<file path="src/rtl/pdm_injector_pkg.sv">
// Shared types and constants for the PDM injector transmitter.
package pdm_injector_pkg;

  localparam int unsigned DW_DEF    = 8;
  localparam int unsigned OSR_W_DEF = 8;

  // Signed zero maps to offset-binary midscale (50 % density).
  localparam int MIDSCALE = 0;

  typedef enum logic [1:0] {
    IDLE = 2'd0,
    FILL = 2'd1,
    RUN  = 2'd2
  } state_e;

endpackage

</file>
<file path="src/rtl/pdm_sd1_mod.sv">
// First-order delta-sigma modulator; owns the accumulator and the inp/inn flops.
module pdm_sd1_mod #(
  parameter int unsigned DW = 8
) (
  input  logic          clk,
  input  logic          rst_n,
  input  logic [DW-1:0] x,
  output logic          inp,
  output logic          inn
);

  logic [DW-1:0] acc;
  logic [DW-1:0] u;
  logic [DW:0]   sum;

  // Offset-binary input: flipping the sign bit maps signed x onto 0..2^DW-1.
  always_comb begin
    u         = x;
    u[DW-1]   = ~x[DW-1];
    sum       = {1'b0, acc} + {1'b0, u};
  end

  always_ff @(posedge clk) begin
    if (!rst_n) begin
      acc <= '0;
      inp <= 1'b0;
      inn <= 1'b1;
    end else begin
      acc <= sum[DW-1:0];
      inp <= sum[DW];
      inn <= ~sum[DW];
    end
  end

endmodule

</file>
<file path="src/rtl/pdm_injector_tx.sv">
// Sample stream front end: holds each accepted sample for osr clocks and feeds the modulator.
module pdm_injector_tx
  import pdm_injector_pkg::*;
#(
  parameter int unsigned DW    = DW_DEF,
  parameter int unsigned OSR_W = OSR_W_DEF
) (
  input  logic             clk,
  input  logic             rst_n,
  input  logic             en,
  input  logic [OSR_W-1:0] osr,
  input  logic [DW-1:0]    s_data,
  input  logic             s_valid,
  output logic             s_ready,
  output logic             inp,
  output logic             inn,
  output logic             busy,
  output logic             underrun,
  input  logic             clr_underrun
);

  state_e           state, state_n;
  logic [OSR_W-1:0] cnt, cnt_n;
  logic [OSR_W-1:0] osr_eff;
  logic [DW-1:0]    cur, cur_n;
  logic [DW-1:0]    x;
  logic             underrun_n;
  logic             boundary;

  assign osr_eff  = (osr == '0) ? OSR_W'(1) : osr;
  assign boundary = (cnt == (osr_eff - OSR_W'(1)));
  assign s_ready  = (state == FILL) || ((state == RUN) && boundary);
  assign busy     = (state != IDLE);
  assign x        = (state == RUN) ? cur : DW'(MIDSCALE);

  always_ff @(posedge clk) begin
    if (!rst_n) begin
      state    <= IDLE;
      cnt      <= '0;
      cur      <= '0;
      underrun <= 1'b0;
    end else begin
      state    <= state_n;
      cnt      <= cnt_n;
      cur      <= cur_n;
      underrun <= underrun_n;
    end
  end

  // en outranks s_valid; an underrun set outranks a simultaneous clear.
  always_comb begin
    state_n    = state;
    cnt_n      = cnt;
    cur_n      = cur;
    underrun_n = underrun & ~clr_underrun;
    case (state)
      IDLE: begin
        if (en) state_n = FILL;
      end
      FILL: begin
        if (!en) begin
          state_n = IDLE;
        end else if (s_valid) begin
          cur_n   = s_data;
          cnt_n   = '0;
          state_n = RUN;
        end
      end
      RUN: begin
        if (!en) begin
          state_n = IDLE;
          cur_n   = '0;
          cnt_n   = '0;
        end else if (boundary) begin
          cnt_n = '0;
          if (s_valid) begin
            cur_n = s_data;
          end else begin
            cur_n      = '0;
            underrun_n = 1'b1;
          end
        end else begin
          cnt_n = cnt + OSR_W'(1);
        end
      end
      default: begin
        state_n = IDLE;
        cur_n   = '0;
        cnt_n   = '0;
      end
    endcase
  end

  pdm_sd1_mod #(.DW(DW)) u_mod (
    .clk   (clk),
    .rst_n (rst_n),
    .x     (x),
    .inp   (inp),
    .inn   (inn)
  );

endmodule
</file>
<file path="config.mk">
export PLATFORM = sky130hd
export DESIGN_NAME = pdm_injector_tx
export DESIGN_NICKNAME = d
export VERILOG_FILES = /design/src/rtl/pdm_injector_pkg.sv /design/src/rtl/pdm_sd1_mod.sv /design/src/rtl/pdm_injector_tx.sv
export SDC_FILE = /design/constraint.sdc
export NUM_CORES = 1
export LEC_CHECK = 0
export CORE_ASPECT_RATIO = 1.25
export CORE_MARGIN = 1
export CORE_UTILIZATION = 49
export DETAILED_ROUTE_END_ITERATION = 10
export DONT_BUFFER_PORTS = 1
export HOLD_SLACK_MARGIN = 0.12
export PLACE_DENSITY = 0.66
export SYNTH_ARGS = -nofsm -noshare
export SYNTH_HDL_FRONTEND = slang
export SYNTH_SLANG_ARGS = --single-unit
export TNS_END_PERCENT = 1
</file>
<file path="constraint.sdc">
create_clock -name clk -period 3.2 [get_ports clk]
set_input_delay 0.8 -clock clk [delete_from_list [all_inputs] [get_ports clk]]
set_output_delay 0.8 -clock clk [all_outputs]
set_load 0.02 [all_outputs]
</file>
---- Yosys cells after proc, flatten, opt, wreduce, memory -nomap -nowiden ----
Cells that the tools add are included.
cells by class
  multiplexer cells ....................... 22
  equality and inequality tests ........... 9
  reductions and logical operators ........ 8
  bitwise operators ....................... 5
  add/subtract/negate cells ............... 3
operator list
  cell                                                 count
  2-to-1 mux 8 bit                                     11
  case mux 8 bit (3 select lines)                      2
  adder 8 x 8 -> 9 bit                                 1
  adder 8 x 1 -> 8 bit, second input constant          1
  equality test 8 bit                                  1
  zero test 8 bit                                      1
  2-to-1 mux 2 bit                                     4
  != test 2 bit, second input constant                 4
  subtractor 8 x 1 -> 8 bit, second input constant     1
  != test 3 bit, second input constant                 2
  case mux 2 bit (3 select lines)                      1
  AND reduction 3 bit                                  2
  2-to-1 mux 1 bit                                     4
  inverter 1 bit                                       4
  AND reduction 4 bit                                  1
  equality test 2 x 1 -> 1 bit, second input constant  1
  equality test 2 bit, second input constant           1
  zero test 2 bit                                      1
  nonzero test 2 bit                                   1
  AND 1 bit                                            1
  logical AND 1 bit                                    1
  logical OR 1 bit                                     1
storage, ports and cells
  input port bits ......................... 21
  output and inout port bits .............. 5
  register bits ........................... 29
  logic and storage cells ................. 54

---- Depth between registers and ports, before layout ----
Gate-level depths: netlist (run 1).
  depth in word-level cells ............... 7
  mapped depth ............................ 14
  gate-level depth less buffers ........... 13

---- By module ----
From an unflattened synthesis (run 1), not the netlist that was laid out.
unflattened totals
  cells, all modules ...................... 225
  area, all modules ....................... 1868.0 um^2
modules (own cells, without submodules)
  module           seq. area each (um^2)  cells an instance  area each (um^2)  instances
  pdm_injector_tx  380.4                  165                1273.7            1
  pdm_sd1_mod      200.2                  60                 594.3             1

---- Least setup slack after synthesis (run 1) ----
OpenSTA, ideal clock, no wires.
  path kind ............................... input -> output
  start ................................... in osr[5]
  end ..................................... out s_ready
  stages .................................. 9
  data required time ...................... 2.400 ns
  buffers on the path ..................... 1
  path slack .............................. -0.138 ns
  arrival ................................. 2.538 ns
  cell sequence ........................... clkbuf_2 > nor3_1 > a31oi_1 > ha_1 > or2b_1 > and2_1 > o21ai_0 > nor4_4 > a31o_2
between the ends
  word-level cells in the longest chain between the ends .. 6
RTL lines
  what                         line                   text
  start: declaration           pdm_injector_tx.sv:11  input logic [OSR_W-1:0] osr,
  zero test 8 bit              pdm_injector_tx.sv:30  assign osr_eff = (osr == '0) ? OSR_W'(1) : osr;
  2-to-1 mux 8 bit *           pdm_injector_tx.sv:30
  subtractor 8 x 1 -> 8 bit *  pdm_injector_tx.sv:31  assign boundary = (cnt == (osr_eff - OSR_W'(1)));
  equality test 8 bit *        pdm_injector_tx.sv:31
  logical AND 1 bit *          pdm_injector_tx.sv:32  assign s_ready = (state == FILL) || ((state == RUN) && boundary);
  logical OR 1 bit *           pdm_injector_tx.sv:32
  end: declaration             pdm_injector_tx.sv:14  output logic s_ready,
Every way passes the cells marked *; elsewhere a longest branch is shown, timed or not.

---- Worst setup path after layout (run 1) ----
  start ................................... in osr[4]
  end ..................................... out s_ready
Same word-level chain as after synthesis.

==> results.tsv, run 1 <==
stage	metric	value	unit
cts	clock_latency	0.28	ns
yosys	avgSynthCellArea	8.418	um2
pwr	clkPwrFrac	37.6	%
pwr	power.total	0.7643	mW
pwr	p_int	0.5615	mW
sta	finalCritPeriodShare	100.3	%
route	totalWireLength	3875	um
cts	clkSinkCount	29	
critical_path	cp-startpoint	osr[4]	
critical_path	reg2reg_slack	0.67	ns
pwr	combinationalPowerShare	13.8	%
layout	final-seq-area	580.6	um2
route	drc_errors	0	
sta	setup_slack	-0.008398	ns
floorplan	die_y	70.27	um
sta	worstMarginPinSlew	0.4831	ns
critical_path	path_max_fanout	5	
sta	slew_headroom	67.67	%
yosys	synth.distinct_cells	49	
floorplan	initial_utilization	51.99	%
place	gp_congestion	0.8375	
route	vias_per_cell	5.944	
yosys	seq_area_frac_synth	31.78	%
critical_path	crit_arrival	2.41	ns
pwr	pwr-share-seq	48.6	%
layout	area_growth	12.74	%
pwr	switching_power	0.2028	mW
cts	clk_path_buf_depth	2	
pwr	power_density	371.1	nW/um2
floorplan	core_area	3513	um2
grt	grt_max_degree	15	
place	numPortBuffers	0	
floorplan	io_pins	26	
status	violations	setup timing	
grt	grt_first_pass_wirelength	6499	um
cts	clk_pin_slew	0.06	ns
grt	grt.overflow.total	0	
yosys	synth_mux_area_share	4.932	%
yosys	synthXorXnorAreaFrac	4.315	%
place	preCtsSetupSlack	-0.08623	ns
critical_path	worstSetupEndpoint	s_ready	
route	postRouteAntennaNets	0	
cts	clockRootBuffer	clkbuf_8	
yosys	ys_seq_elements	29	
yosys	synth_warnings	0	
critical_path	reg2reg_depth	13	
yosys	ys.flop_type	dfxtp_1	
status	status	complete, but fails checks	
hold_path	hp-start	cur[2]	
grt	grt_pass1_vias	1622	
layout	nNetsFinal	261	
layout	diodes	0	
route	routedWlPerCell	14.57	um
sta	rsz0062_at_grt	yes	
layout	fillers	325	
cts	cts_made_buffers	5	
sta	slew_viol_final	0	
critical_path	crit_slowest_cell	a31o_2	
floorplan	die_w	56.61	um
cts	cts_hold_buf	0	
yosys	synth_top_cell_area_share	31.78	%
sta	finalSetupViolCount	1	
layout	finalInstanceArea	2059	um2
sta	finalCriticalPeriod	3.208	ns
route	drtIter0Drc	72	
yosys	synth_top_cell_by_area	dfxtp_1	
route	drtPass1Iterations	5	
hold_path	hp-class	flip-flop to flip-flop	
yosys	synth_simple_gate_area_share	26.16	%
yosys	syn_nets	252	
layout	multi_input_area	1254	um2
layout	drive_gt1_share	12.33	%
cts	h-tree-depth	2	
sta	hold_slack	0.4509	ns
yosys	yosys-top-cells-area	dfxtp_1, ha_1, nand2_1	
critical_path	timing.rr.end	u_mod.inn	
yosys	synth_area	1827	um2
critical_path	critical_path_class	input port to output port	
yosys	synth_edf_count	0	
critical_path	max_stage_delay	0.30	ns
yosys	yosysMostFrequentCell	dfxtp_1	
yosys	synth_compound_area_share	19.04	%
critical_path	cp.required	2.40	ns
sta	hold_viol_final	0	
grt	grt_usage	20.80	%
yosys	synth-adder-area-share	10.00	%
yosys	yosys-top-cells-count	dfxtp_1, nand2_1, nor2_1	
floorplan	row_count	24	
sta	max_freq	311.7	MHz
yosys	synth-async-reset-ratio	0	%
sta	final.setup.tns	-0.008398	ns
pwr	ir_drop	0.0003278	V
flow_run	drv_cap	0	
critical_path	rr_startpoint	state[0]	
cts	cts_tree	yes	
sta	finClkSkew	0.007594	ns
pwr	p_sw_share	26.53	%
critical_path	end_kind	output port	
yosys	synth_top_family_by_area	simple AND/OR/NAND/NOR gates	
yosys	netlist_instances	217	
route	vias	1581	
critical_path	startpoint_type	input port	
place	hpwlAfterDp	2958	um
grt	antenna_found_initial	0	
critical_path	crit_chain	nor3_4, a31oi_4, ha_4, buf_4, or2b_1, and2_1, o21ai_2, nor4_4, a31o_2	
pwr	leakage	0.8442	nW
place	postPlaceCellArea	1886	um2
floorplan	die-area	3978	um2
per-stage QoR:
stage / utilization (%) / std cells
CTS: 56.59 / 262
floorplan: - / 217
detailed placement: 53.67 / 254
finish: 58.62 / 266
global placement: 53.67 / 254
global route: 58.62 / 266
power groups by stage:
stage	registers, mW	logic [mW]	clock network (mW)
after global placement	0.379	0.0918	0
after CTS	0.372	0.0969	0.296
after detailed placement	0.380	0.0953	0
after floorplan	0.379	0.0845	0
final	0.372	0.105	0.287
after global routing	0.372	0.115	0.317
per-layer routing:
layer	wire, um	vias to the layer above	GRT usage [%]
li1	-	796	-
met1	1435	739	18.79
met2	2209	37	41.31
met3	136	9	5.000
met4	93	0	10.03
met5	0	-	0
flip-flops by register name, summed over array words and instances (netlist names):
| name | count |
|---|---|
| cnt | 8 |
| u_mod.inp | 1 |
| state | 2 |
| u_mod.acc | 8 |
| cur | 8 |
| underrun | 1 |
| u_mod.inn | 1 |
worst max-delay path: cells and delay by family:
kind	cells	cell delay [ns]
simple gates	4	0.69
compound gates	3	0.59
fa+ha+maj	1	0.19
buf+inv	1	0.14
layout make-up:
class / count / share of cell area [%]
multi-input cells: 172 / 60.87
flip-flops and latches: 29 / 28.19
clock buffers: 6 / 3.524
repair buffers: 7 / 2.552
well taps: 39 / 2.369
inverters: 11 / 2.005
clock inverters: 2 / 0.4860
cell usage in the layout (no fill, tap or decap), types with 6 or more instances in the layout:
cell type  count
and2_1        11
o21ai_0        8
a21oi_1        9
nor2b_1        8
mux2i_1        9
xnor2_1        6
buf_4          7
ha_1          12
dfxtp_1       29
nand2_1       27
nor2_1        18
inv_1         11
worst min-delay path by stage:
stage | cells after the start | slack (ns) | to
after detailed placement | 2 | 0.45 | cur[2]
final | 2 | 0.45 | cur[2]
after global routing | 2 | 0.48 | cur[0]
after global placement | 2 | 0.44 | cur[2]
after floorplan | 2 | 0.43 | cur[0]
after CTS | 2 | 0.46 | cur[2]
cells by family after synthesis:
group                      after synthesis
and+or+nand+nor                         92
AOI/OAI and AO/OA                       48
DFF                                     29
buffers and inverters                   16
adders and majority gates               14
xor gates and xnor gates                 9
muxes                                    9
timing repair:
action	in CTS	in global routing
endpoints found under the hold margin	0	0
resized for setup	4	5
buffers inserted	0	4
setup endpoints to repair	1	1
pin swaps	0	7
(Power assumes the default switching activity.)
==> run 2, diff against run 1 <==
CORE_UTILIZATION = 57   (was 49)
PLACE_DENSITY = 0.75   (was 0.66)
SKIP_CTS_REPAIR_TIMING = 1   (was not set)
==> run 2 against run 1 <==
  * The run now ends clean
  * Maximum frequency grew 2.0%
  * Total power up 2.7%
  * First-iteration DRC count shrank 60%
  * Critical path depth shrank 1
  * Non-clock buffer count fell by 4
  * Register-to-register slack worse by 0.10 ns
  * Global-route usage up 3.9 points
  * Highest routed layer unchanged
==> results.tsv, run 2 (synthesis results as in run 1) <==
stage	metric	value	unit
cts	cts_made_buffers	5	
cts	clock_latency	0.33	ns
critical_path	startpoint_type	input port	
sta	finClkSkew	0.01026	ns
grt	grt.overflow.total	0	
cts	h-tree-depth	2	
floorplan	core_area	3000	um2
layout	diodes	0	
floorplan	initial_utilization	60.88	%
pwr	power.total	0.7846	mW
critical_path	cp.required	2.40	ns
critical_path	crit_chain	inv_1, a31oi_4, ha_4, nand2b_4, nor4_4, xnor2_1, nor4_4, a31o_2	
critical_path	max_stage_delay	0.29	ns
hold_path	hp-class	flip-flop to flip-flop	
layout	layout_common_cells	dfxtp_1, nand2_1, nor2_1	
status	status	completed	
route	routedWlPerCell	15.01	um
pwr	ir_drop	0.0002525	V
layout	final_common_cell	dfxtp_1	
sta	slew_headroom	67.93	%
critical_path	path_max_fanout	7	
floorplan	io_pins	26	
sta	finalCriticalPeriod	3.145	ns
floorplan	row_count	22	
layout	final-seq-area	580.6	um2
sta	worstMarginPinSlew	0.4793	ns
cts	cts_tree	yes	
pwr	p_sw_share	24.30	%
sta	finalCritPeriodShare	98.29	%
layout	largestRegisters	cnt: 8 flops, cur: 8 flops, u_mod.acc: 8 flops	
grt	grt_max_degree	15	
sta	slew_viol_final	0	
sta	finalSetupViolCount	0	
floorplan	die_w	52.64	um
place	hpwlAfterDp	2980	um
cts	clk_path_buf_depth	2	
floorplan	die_y	65.30	um
grt	grt_pass1_vias	1541	
route	vias_per_cell	6.089	
pwr	leakage	0.8222	nW
cts	clkSinkCount	29	
cts	clockRootBuffer	clkbuf_4	
grt	antenna_found_initial	0	
layout	drive_gt1_share	10.76	%
sta	hold_slack	0.4562	ns
critical_path	crit_slowest_cell	nor4_4	
place	gp_congestion	0.8247	
critical_path	crit_top_cell	nor4_4	
sta	hold_viol_final	0	
pwr	p_int	0.5939	mW
pwr	combinationalPowerShare	12.8	%
critical_path	end_kind	output port	
pwr	pwr-share-seq	47.3	%
route	totalWireLength	3887	um
critical_path	crit_arrival	2.35	ns
pwr	switching_power	0.1906	mW
layout	area_growth	10.68	%
floorplan	die-area	3437	um2
critical_path	critical_path_class	input port to output port	
layout	nNetsFinal	257	
pwr	power_density	388.0	nW/um2
grt	grt_first_pass_wirelength	6299	um
layout	fillers	273	
layout	multi_input_area	1247	um2
route	postRouteAntennaNets	0	
route	drtPass1Iterations	4	
route	drtIter0Drc	29	
cts	clk_pin_slew	0.09	ns
flow_run	drv_cap	0	
route	vias	1577	
pwr	clkPwrFrac	39.9	%
route	drc_errors	0	
place	numPortBuffers	0	
sta	max_freq	317.9	MHz
grt	grt_usage	24.66	%
==> run 2: layer usage <==
| layer | track usage [%] | vias to the layer above | share of wire, % |
|---|---|---|---|
| li1 | - | 780 | - |
| met1 | 23.03 | 754 | 38 |
| met2 | 49.84 | 34 | 57 |
| met3 | 5.556 | 9 | 3.5 |
| met4 | 7.566 | 0 | 1.7 |
| met5 | 0 | - | 0 |
==> run 2: final timing paths <==
check	slack (ns)	depth (start not counted)	start	end
setup / recovery	0.05	8	osr[1]	s_ready
hold / removal	0.46	2	cur[6]	cur[6]
setup reg to reg	0.57	13	state[0]	u_mod.acc[6]
hold reg to reg	0.46	2	cur[6]	cur[6]
==> run 2: layout make-up <==
class                      instances  area share [%]
multi-input combinational        172           61.70
clock inverter                     1           1.485
inverter                          11           2.042
sequential                        29           28.71
clock buffer                       7           2.723
tap                               36           2.228
timing repair buffer               3           1.114
==> run 2: power by group through the flow <==
stage | combinational, mW | clock (mW) | sequential [mW]
after floorplan | 0.0845 | 0 | 0.379
after global placement | 0.0903 | 0 | 0.379
after detailed placement | 0.0940 | 0 | 0.380
after CTS | 0.0949 | 0.319 | 0.371
after global routing | 0.112 | 0.331 | 0.372
final | 0.100 | 0.313 | 0.371
==> run 2: per-stage QoR <==
step / TNS, ns / instances / setup slack [ns] / area (um2) / utilization [%]
2_1_floorplan: -0.006857 / 217 / -0.006857 / 1842 / -
3_3_place_gp: 0 / 251 / 0.02488 / 1882 / 62.72
3_5_place_dp: -0.06090 / 251 / -0.06090 / 1882 / 62.72
4_1_cts: -0.05763 / 259 / -0.05763 / 1967 / 65.55
5_1_grt: -0.007268 / 259 / -0.007268 / 2022 / 67.39
6_report: 0 / 259 / 0.05469 / 2022 / 67.39
==> run 2: worst max-delay path: cells and delay by family <==
kind            cells  cell delay [ns]
buf+inv             1             0.07
fa+ha+maj           1             0.19
xor+xnor            1             0.13
compound gates      2             0.50
simple gates        3             0.65
